**config.mk**
```make
export PLATFORM = sky130hd
export DESIGN_NAME = dla_noc_packetizer_flat
export DESIGN_NICKNAME = d
export VERILOG_FILES = /design/src/rtl/dla_noc_packetizer_if.sv /design/src/rtl/dla_noc_packetizer.sv /design/src/flat_wrapper.sv
export SDC_FILE = /design/constraint.sdc
export NUM_CORES = 1
export LEC_CHECK = 0
export ABC_AREA = 1
export CAP_MARGIN = 40
export CORE_ASPECT_RATIO = 1.4
export CORE_MARGIN = 1
export CORE_UTILIZATION = 35
export CTS_CLUSTER_SIZE = 28
export DETAILED_ROUTE_END_ITERATION = 8
export GPL_TIMING_DRIVEN = 0
export PLACE_DENSITY_LB_ADDON = 0.25
export RECOVER_POWER = 50
export REMOVE_ABC_BUFFERS = 1
export SYNTH_ARGS = -nofsm -noshare
export SYNTH_HDL_FRONTEND = slang
export SYNTH_SLANG_ARGS = --single-unit
```
**constraint.sdc**
```tcl
create_clock -name i_clk_dla -period 1.9 [get_ports i_clk_dla]
set_input_delay 0.475 -clock i_clk_dla [delete_from_list [all_inputs] [get_ports i_clk_dla]]
set_output_delay 0.475 -clock i_clk_dla [all_outputs]
set_load 0.05 [all_outputs]
```
**src/rtl/dla_noc_packetizer_if.sv**
```systemverilog
// Handshake and bus bundle between the DLA packetizer and its neighbours:
// command port, payload stream, router read-buffer write port and grant handshake.
interface dla_noc_packetizer_if #(
  parameter int LEN_W  = 8,
  parameter int DX     = 4,
  parameter int DY     = 4,
  parameter int DL     = 3,
  parameter int DATA_W = 32,
  parameter int LBL_W  = 2
);
  localparam int TOT_W = LBL_W + DATA_W;

  // Handshakes (cmd, pl) transfer on a cycle where valid && ready are both high;
  // valid may not depend on ready, ready may depend on valid.
  logic              cmd_vld;
  logic              cmd_rdy;
  logic [DX-1:0]     cmd_dest_x;
  logic [DY-1:0]     cmd_dest_y;
  logic [DL-1:0]     cmd_dest_l;
  logic [LEN_W-1:0]  cmd_len;

  logic              pl_vld;
  logic              pl_rdy;
  logic [DATA_W-1:0] pl_data;

  logic              rdbuf_wen;
  logic [TOT_W-1:0]  rdbuf_wdata;
  logic              rdbuf_wfull;

  logic              noc2dla_grant_vld;
  logic [10:0]       noc2dla_grant_data;
  logic              noc2dla_grant_ack;
  logic              dla2noc_granted_vld;
  logic [DX-1:0]     dla2noc_granted_x;
  logic [DY-1:0]     dla2noc_granted_y;
  logic [1:0]        dla2noc_granted_dla;

  modport master (
    input  cmd_vld, cmd_dest_x, cmd_dest_y, cmd_dest_l, cmd_len,
    output cmd_rdy,
    input  pl_vld, pl_data,
    output pl_rdy,
    output rdbuf_wen, rdbuf_wdata,
    input  rdbuf_wfull,
    output noc2dla_grant_vld, noc2dla_grant_data,
    input  noc2dla_grant_ack,
    input  dla2noc_granted_vld, dla2noc_granted_x, dla2noc_granted_y, dla2noc_granted_dla
  );

  modport slave (
    output cmd_vld, cmd_dest_x, cmd_dest_y, cmd_dest_l, cmd_len,
    input  cmd_rdy,
    output pl_vld, pl_data,
    input  pl_rdy,
    input  rdbuf_wen, rdbuf_wdata,
    output rdbuf_wfull,
    input  noc2dla_grant_vld, noc2dla_grant_data,
    output noc2dla_grant_ack,
    output dla2noc_granted_vld, dla2noc_granted_x, dla2noc_granted_y, dla2noc_granted_dla
  );
endinterface

```
**src/rtl/dla_noc_packetizer.sv**
```systemverilog
// DLA-side NoC transmit engine: grant handshake with timeout/retry, then a
// HEAD flit followed by cmd_len payload flits into the router read buffer.
module dla_noc_packetizer #(
  parameter int LEN_W       = 8,
  parameter int GNT_TIMEOUT = 1024,
  parameter int MAX_RETRY   = 3
) (
  input  logic                  i_clk_dla,
  input  logic                  i_rst_dla_n,
  dla_noc_packetizer_if.master  bus,
  output logic                  o_busy,
  output logic                  o_done,
  output logic                  o_err,
  output logic [2:0]            o_state
);
  localparam int DX     = 4;
  localparam int DY     = 4;
  localparam int DL     = 3;
  localparam int DATA_W = 32;
  localparam int CNT_W  = $clog2(GNT_TIMEOUT) + 1;
  localparam int RTY_W  = $clog2(MAX_RETRY + 1) + 1;

  typedef enum logic [1:0] {LBL_BODY = 2'd0, LBL_HEAD = 2'd1, LBL_TAIL = 2'd2} flit_label_t;
  typedef enum logic [2:0] {
    S_IDLE = 3'd0, S_REQ = 3'd1, S_WAIT_GNT = 3'd2,
    S_HEAD = 3'd3, S_DATA = 3'd4, S_DRAIN = 3'd5
  } state_t;

  state_t           r_state, w_next;
  logic [DX-1:0]    r_dest_x;
  logic [DY-1:0]    r_dest_y;
  logic [DL-1:0]    r_dest_l;
  logic [LEN_W-1:0] r_len;
  logic [LEN_W-1:0] r_rem;
  logic [CNT_W-1:0] r_cnt;
  logic [RTY_W-1:0] r_retry;
  logic             r_done;
  logic             r_err;

  logic w_accept, w_match, w_timeout, w_retry_ok, w_last;
  flit_label_t w_label;

  assign w_accept   = bus.cmd_vld && bus.cmd_rdy;
  assign w_match    = bus.dla2noc_granted_vld &&
                      (bus.dla2noc_granted_x   == r_dest_x) &&
                      (bus.dla2noc_granted_y   == r_dest_y) &&
                      (bus.dla2noc_granted_dla == r_dest_l[1:0]);
  assign w_timeout  = (r_cnt == CNT_W'(GNT_TIMEOUT - 1));
  assign w_retry_ok = (r_retry < RTY_W'(MAX_RETRY));
  assign w_last     = (r_rem == LEN_W'(1));
  assign w_label    = w_last ? LBL_TAIL : LBL_BODY;

  always_ff @(posedge i_clk_dla or negedge i_rst_dla_n) begin
    if (!i_rst_dla_n) r_state <= S_IDLE;
    else              r_state <= w_next;
  end

  always_comb begin
    w_next = r_state;
    case (r_state)
      S_IDLE:     if (w_accept && (bus.cmd_len != '0)) w_next = S_REQ;
      S_REQ:      if (bus.noc2dla_grant_ack) w_next = S_WAIT_GNT;
      // A grant arriving in the timeout cycle takes priority over the retry.
      S_WAIT_GNT: if (w_match)        w_next = S_HEAD;
                  else if (w_timeout) w_next = w_retry_ok ? S_REQ : S_DRAIN;
      S_HEAD:     if (bus.rdbuf_wen) w_next = S_DATA;
      S_DATA:     if (bus.rdbuf_wen && w_last) w_next = S_IDLE;
      S_DRAIN:    if (bus.pl_vld && w_last) w_next = S_IDLE;
      default:    w_next = S_IDLE;
    endcase
  end

  always_comb begin
    bus.cmd_rdy            = (r_state == S_IDLE) && i_rst_dla_n;
    bus.pl_rdy             = 1'b0;
    bus.rdbuf_wen          = 1'b0;
    bus.rdbuf_wdata        = '0;
    bus.noc2dla_grant_vld  = 1'b0;
    bus.noc2dla_grant_data = {r_dest_x, r_dest_y, r_dest_l};
    case (r_state)
      S_REQ:  bus.noc2dla_grant_vld = 1'b1;
      S_HEAD: begin
        bus.rdbuf_wen   = !bus.rdbuf_wfull;
        bus.rdbuf_wdata = {LBL_HEAD, {(DATA_W-11){1'b0}}, r_dest_x, r_dest_y, r_dest_l};
      end
      S_DATA: begin
        bus.pl_rdy      = !bus.rdbuf_wfull;
        bus.rdbuf_wen   = bus.pl_vld && !bus.rdbuf_wfull;
        bus.rdbuf_wdata = {w_label, bus.pl_data};
      end
      S_DRAIN: bus.pl_rdy = 1'b1;
      default: ;
    endcase
  end

  always_ff @(posedge i_clk_dla or negedge i_rst_dla_n) begin
    if (!i_rst_dla_n) begin
      r_dest_x <= '0;
      r_dest_y <= '0;
      r_dest_l <= '0;
      r_len    <= '0;
      r_rem    <= '0;
      r_cnt    <= '0;
      r_retry  <= '0;
      r_done   <= 1'b0;
      r_err    <= 1'b0;
    end else begin
      r_done <= 1'b0;
      r_err  <= 1'b0;
      case (r_state)
        S_IDLE: if (w_accept) begin
          r_dest_x <= bus.cmd_dest_x;
          r_dest_y <= bus.cmd_dest_y;
          r_dest_l <= bus.cmd_dest_l;
          r_len    <= bus.cmd_len;
          r_cnt    <= '0;
          r_retry  <= '0;
          r_err    <= (bus.cmd_len == '0);
        end
        S_REQ: if (bus.noc2dla_grant_ack) r_cnt <= '0;
        S_WAIT_GNT: begin
          r_cnt <= r_cnt + 1'b1;
          if (!w_match && w_timeout) begin
            r_cnt <= '0;
            if (w_retry_ok) begin
              r_retry <= r_retry + 1'b1;
            end else begin
              r_rem <= r_len;
              r_err <= 1'b1;
            end
          end
        end
        S_HEAD: if (bus.rdbuf_wen) r_rem <= r_len;
        S_DATA: if (bus.rdbuf_wen) begin
          r_rem  <= r_rem - 1'b1;
          r_done <= w_last;
        end
        // Payload words are swallowed after an abort so the stream stays aligned.
        S_DRAIN: if (bus.pl_vld) r_rem <= r_rem - 1'b1;
        default: ;
      endcase
    end
  end

  assign o_busy  = (r_state != S_IDLE);
  assign o_done  = r_done;
  assign o_err   = r_err;
  assign o_state = r_state;
endmodule
```
**src/flat_wrapper.sv**
```systemverilog
// flat-port wrapper written by rule: the top's interface ports become plain ports
module dla_noc_packetizer_flat 
#(
  parameter int LEN_W       = 8,
  parameter int GNT_TIMEOUT = 1024,
  parameter int MAX_RETRY   = 3
)
  (i_clk_dla, i_rst_dla_n, o_busy, o_done, o_err, o_state, bus_cmd_vld, bus_cmd_dest_x, bus_cmd_dest_y, bus_cmd_dest_l, bus_cmd_len, bus_cmd_rdy, bus_pl_vld, bus_pl_data, bus_pl_rdy, bus_rdbuf_wen, bus_rdbuf_wdata, bus_rdbuf_wfull, bus_noc2dla_grant_vld, bus_noc2dla_grant_data, bus_noc2dla_grant_ack, bus_dla2noc_granted_vld, bus_dla2noc_granted_x, bus_dla2noc_granted_y, bus_dla2noc_granted_dla);
  dla_noc_packetizer_if #(.LEN_W(LEN_W)) bus_i ();
  input  logic i_clk_dla;
  input  logic i_rst_dla_n;
  output logic o_busy;
  output logic o_done;
  output logic o_err;
  output logic [2:0] o_state;
  input wire logic [$bits(bus_i.cmd_vld)-1:0] bus_cmd_vld;
  input wire logic [$bits(bus_i.cmd_dest_x)-1:0] bus_cmd_dest_x;
  input wire logic [$bits(bus_i.cmd_dest_y)-1:0] bus_cmd_dest_y;
  input wire logic [$bits(bus_i.cmd_dest_l)-1:0] bus_cmd_dest_l;
  input wire logic [$bits(bus_i.cmd_len)-1:0] bus_cmd_len;
  output wire logic [$bits(bus_i.cmd_rdy)-1:0] bus_cmd_rdy;
  input wire logic [$bits(bus_i.pl_vld)-1:0] bus_pl_vld;
  input wire logic [$bits(bus_i.pl_data)-1:0] bus_pl_data;
  output wire logic [$bits(bus_i.pl_rdy)-1:0] bus_pl_rdy;
  output wire logic [$bits(bus_i.rdbuf_wen)-1:0] bus_rdbuf_wen;
  output wire logic [$bits(bus_i.rdbuf_wdata)-1:0] bus_rdbuf_wdata;
  input wire logic [$bits(bus_i.rdbuf_wfull)-1:0] bus_rdbuf_wfull;
  output wire logic [$bits(bus_i.noc2dla_grant_vld)-1:0] bus_noc2dla_grant_vld;
  output wire logic [$bits(bus_i.noc2dla_grant_data)-1:0] bus_noc2dla_grant_data;
  input wire logic [$bits(bus_i.noc2dla_grant_ack)-1:0] bus_noc2dla_grant_ack;
  input wire logic [$bits(bus_i.dla2noc_granted_vld)-1:0] bus_dla2noc_granted_vld;
  input wire logic [$bits(bus_i.dla2noc_granted_x)-1:0] bus_dla2noc_granted_x;
  input wire logic [$bits(bus_i.dla2noc_granted_y)-1:0] bus_dla2noc_granted_y;
  input wire logic [$bits(bus_i.dla2noc_granted_dla)-1:0] bus_dla2noc_granted_dla;
  assign bus_i.cmd_vld = bus_cmd_vld;
  assign bus_i.cmd_dest_x = bus_cmd_dest_x;
  assign bus_i.cmd_dest_y = bus_cmd_dest_y;
  assign bus_i.cmd_dest_l = bus_cmd_dest_l;
  assign bus_i.cmd_len = bus_cmd_len;
  assign bus_cmd_rdy = bus_i.cmd_rdy;
  assign bus_i.pl_vld = bus_pl_vld;
  assign bus_i.pl_data = bus_pl_data;
  assign bus_pl_rdy = bus_i.pl_rdy;
  assign bus_rdbuf_wen = bus_i.rdbuf_wen;
  assign bus_rdbuf_wdata = bus_i.rdbuf_wdata;
  assign bus_i.rdbuf_wfull = bus_rdbuf_wfull;
  assign bus_noc2dla_grant_vld = bus_i.noc2dla_grant_vld;
  assign bus_noc2dla_grant_data = bus_i.noc2dla_grant_data;
  assign bus_i.noc2dla_grant_ack = bus_noc2dla_grant_ack;
  assign bus_i.dla2noc_granted_vld = bus_dla2noc_granted_vld;
  assign bus_i.dla2noc_granted_x = bus_dla2noc_granted_x;
  assign bus_i.dla2noc_granted_y = bus_dla2noc_granted_y;
  assign bus_i.dla2noc_granted_dla = bus_dla2noc_granted_dla;
  dla_noc_packetizer #(.LEN_W(LEN_W), .GNT_TIMEOUT(GNT_TIMEOUT), .MAX_RETRY(MAX_RETRY)) u_core (.i_clk_dla(i_clk_dla), .i_rst_dla_n(i_rst_dla_n), .bus(bus_i), .o_busy(o_busy), .o_done(o_done), .o_err(o_err), .o_state(o_state));
endmodule
```
==> reports/metrics.yaml <==
cts-root-buf: "clkbuf_16"
cts_buffers: 5
clock_latency_ns: 0.29
finalSetupViolCount: 37
wl_met1_um: 4264
cp-end-kind: "output pin"
overflow: 0
fin_crit_sh_pct: 109.1
r2r_start: "u_core.o_state[0]"
worstRegToRegCells: 13
whs_ns: 0.09019
core_area_mm2: 0.008977
crit_type: "reg2out"
cts_tree: "done"
synth_flop_cell: "dfrtp_1"
dp_hpwl_um: 7208
dr.pass1.iters: 4
die_w_um: 83.07
crit_path_start_kind: "flop"
num-fill-cells: 788
worstPathRequired_ns: 1.42
numPortBuffers: 122
placed_area_mm2: 0.004543
p_leak_nw: 2.787
met2_length_um: 5943
rrSetupSlack_ns: 0.03
tightest_slew_ns: 0.7782
synth_warnings: 0
final_nets: 722
crit_arrival_ns: 1.60
dieArea_mm2: 0.009595
start_util_pct: 35.87
status: "finished, violations left"
io_pins: 123
grt_max_degree: 30
slew_headroom_pct: 48.12
skew_ns: 0.007147
ys_types: 34
fin_crit_ns: 2.072
antenna_found_initial: 0
grt_pass1_vias: 3585
synth_top_area_share_pct: 35.74
diodes: 0
fmax_mhz: 482.5
mostFrequentLayoutCells: "135 x nand2_1, 81 x inv_1, 66 x clkdlybuf4s50_1"
worst_ir_drop_vdd_v: 0.0007175
drtAntennaViolNets: 0
r2r-end: "u_core.o_state[2]"
stdcell_area_mm2: 0.005461
clock-sinks: 46
drt_iter0_drc: 207
wl_met3_um: 583
htree_levels: 2
yosysTopAreaCell: "dfrtp_1"
ys_ff_latch: 46
routed_wl_um: 11080
hp-class: "in2async"
syn_avg_cell_area_um2: 6.586
finalWeightedCongestion: 0.9120
ys_seq_area_share_pct: 35.74
synth-async-reset-ratio_pct: 100.0
drc: 0
crit_fanout: 12
clkTransAtPathRegs_ns: 0.06
die_h_um: 115.5
synth-edff-count: 0
yosys-top-cells-area: "dfrtp_1 36%, nand2_1 16%, inv_1 9.8%"
power.density_mw_per_mm2: 1293
num_vias: 3771
maxCapViolCount: 0
synthCells: 489
clock_path_buffers: 2
placementRows: 41
grtUsageTotal_pct: 22.38
routed.top_layer: "met4"
drive_gt1_share_pct: 27.04
areaGrowthSynthToFinish_pct: 69.58
slew_viol_final: 0
post_drt_wl_per_cell_um: 14.62
viasPerCell: 4.975
grt_pass1_wl_um: 17150
setup_ws_ns: -0.1724
hold_viol_final: 0
violations: "negative setup slack"
mostFrequentLayoutCell: "nand2_1"
synth_area_mm2: 0.003221
cts_hold_buf: 0
rsz0062_at_grt: "true"
## logic make-up after synthesis
kind of cell / count (synthesis) / share of synthesized area (%)
AND/OR/NAND/NOR: 279 / 39.01
buffers and inverters: 100 / 11.93
AO/OA/AOI/OAI: 52 / 9.207
flip-flops: 46 / 35.74
multiplexers: 5 / 1.748
adder cells (fa/ha/maj): 4 / 1.554
XOR/XNOR: 3 / 0.8160
## timing repair
| item | in CTS | in global routing |
|---|---|---|
| gates resized for setup | 341 | 63 |
| pin swaps | 6 | 11 |
| setup buffers | 23 | 15 |
| gates cloned | 2 | 2 |
| endpoints found under the setup margin | 85 | 72 |
## how the worst max path moves through the flow
stage / start / depth (start not counted) / end
2_1_floorplan: u_core.o_state[1] / 4 / bus_rdbuf_wdata[0]
3_3_place_gp: i_rst_dla_n / 8 / u_core.r_cnt[5]
3_5_place_dp: u_core.o_state[2] / 5 / bus_rdbuf_wdata[18]
4_1_cts: u_core.o_state[2] / 6 / bus_rdbuf_wen
5_1_grt: u_core.r_rem[5] / 5 / bus_rdbuf_wdata[33]
6_report: u_core.o_state[1] / 6 / bus_rdbuf_wdata[33]
## critical path: stages, from the launching register on
cell and delay, ns:
dfrtp_2 0.43, buf_6 0.13, nor2_4 0.10, buf_12 0.16
nand2_4 0.16, nor2_2 0.16, buf_6 0.17
## synth_stat cells (5+ instances only)
cell type / n
nand2_1: 138
inv_1: 84
nor2_1: 65
dfrtp_1: 46
nand3_1: 35
o21ai_0: 26
a21oi_1: 15
nand4_1: 15
nor2_4: 6
buf_2: 5
clkbuf_1: 5
mux2_2: 5
nand2_2: 5
## where the power goes
part	switching (mW)	internal, mW
clock network	0.371	0.522
logic	2.93	1.66
registers	0.278	1.30
total	3.58	3.48
## registers in the layout, summed over array words and instances, names as in the netlist
signal	flops
u_core.o_done	1
u_core.o_err	1
u_core.r_dest_l	3
u_core.r_rem	8
u_core.r_dest_y	4
u_core.r_retry	3
u_core.o_state	3
u_core.r_cnt	11
u_core.r_len	8
u_core.r_dest_x	4
## area by class of cell
| cell class | count | area (um2) | area share (%) |
|---|---|---|---|
| multi-input cells | 346 | 1999 | 36.61 |
| repair buffers | 162 | 1660 | 30.40 |
| flip-flops and latches | 46 | 1155 | 21.15 |
| inverters | 89 | 365.4 | 6.690 |
| clock buffers | 7 | 142.6 | 2.612 |
| well taps | 107 | 133.9 | 2.451 |
| clock inverters | 1 | 5.005 | 0.09164 |
## stage by stage
step / utilization (%) / std cells / total power, mW / worst slack [ns] / setup TNS [ns]
2_1_floorplan: - / 478 / 4.097 / -1.293 / -44.55
3_3_place_gp: 50.44 / 707 / 5.217 / -2.724 / -190.97
3_5_place_dp: 50.61 / 708 / 5.267 / -1.481 / -57.56
4_1_cts: 56.39 / 741 / 6.565 / -0.1976 / -4.869
5_1_grt: 60.84 / 758 / 7.517 / -0.2072 / -6.211
6_report: 60.84 / 758 / 7.063 / -0.1724 / -4.547
## per-layer routing
layer	up-vias	global-route usage, %
met2	134	43.22
met5	-	0
met3	18	3.846
met4	0	8.161
met1	1769	24.46
li1	1850	-
Note: power is estimated with default switching activity, not from simulation.
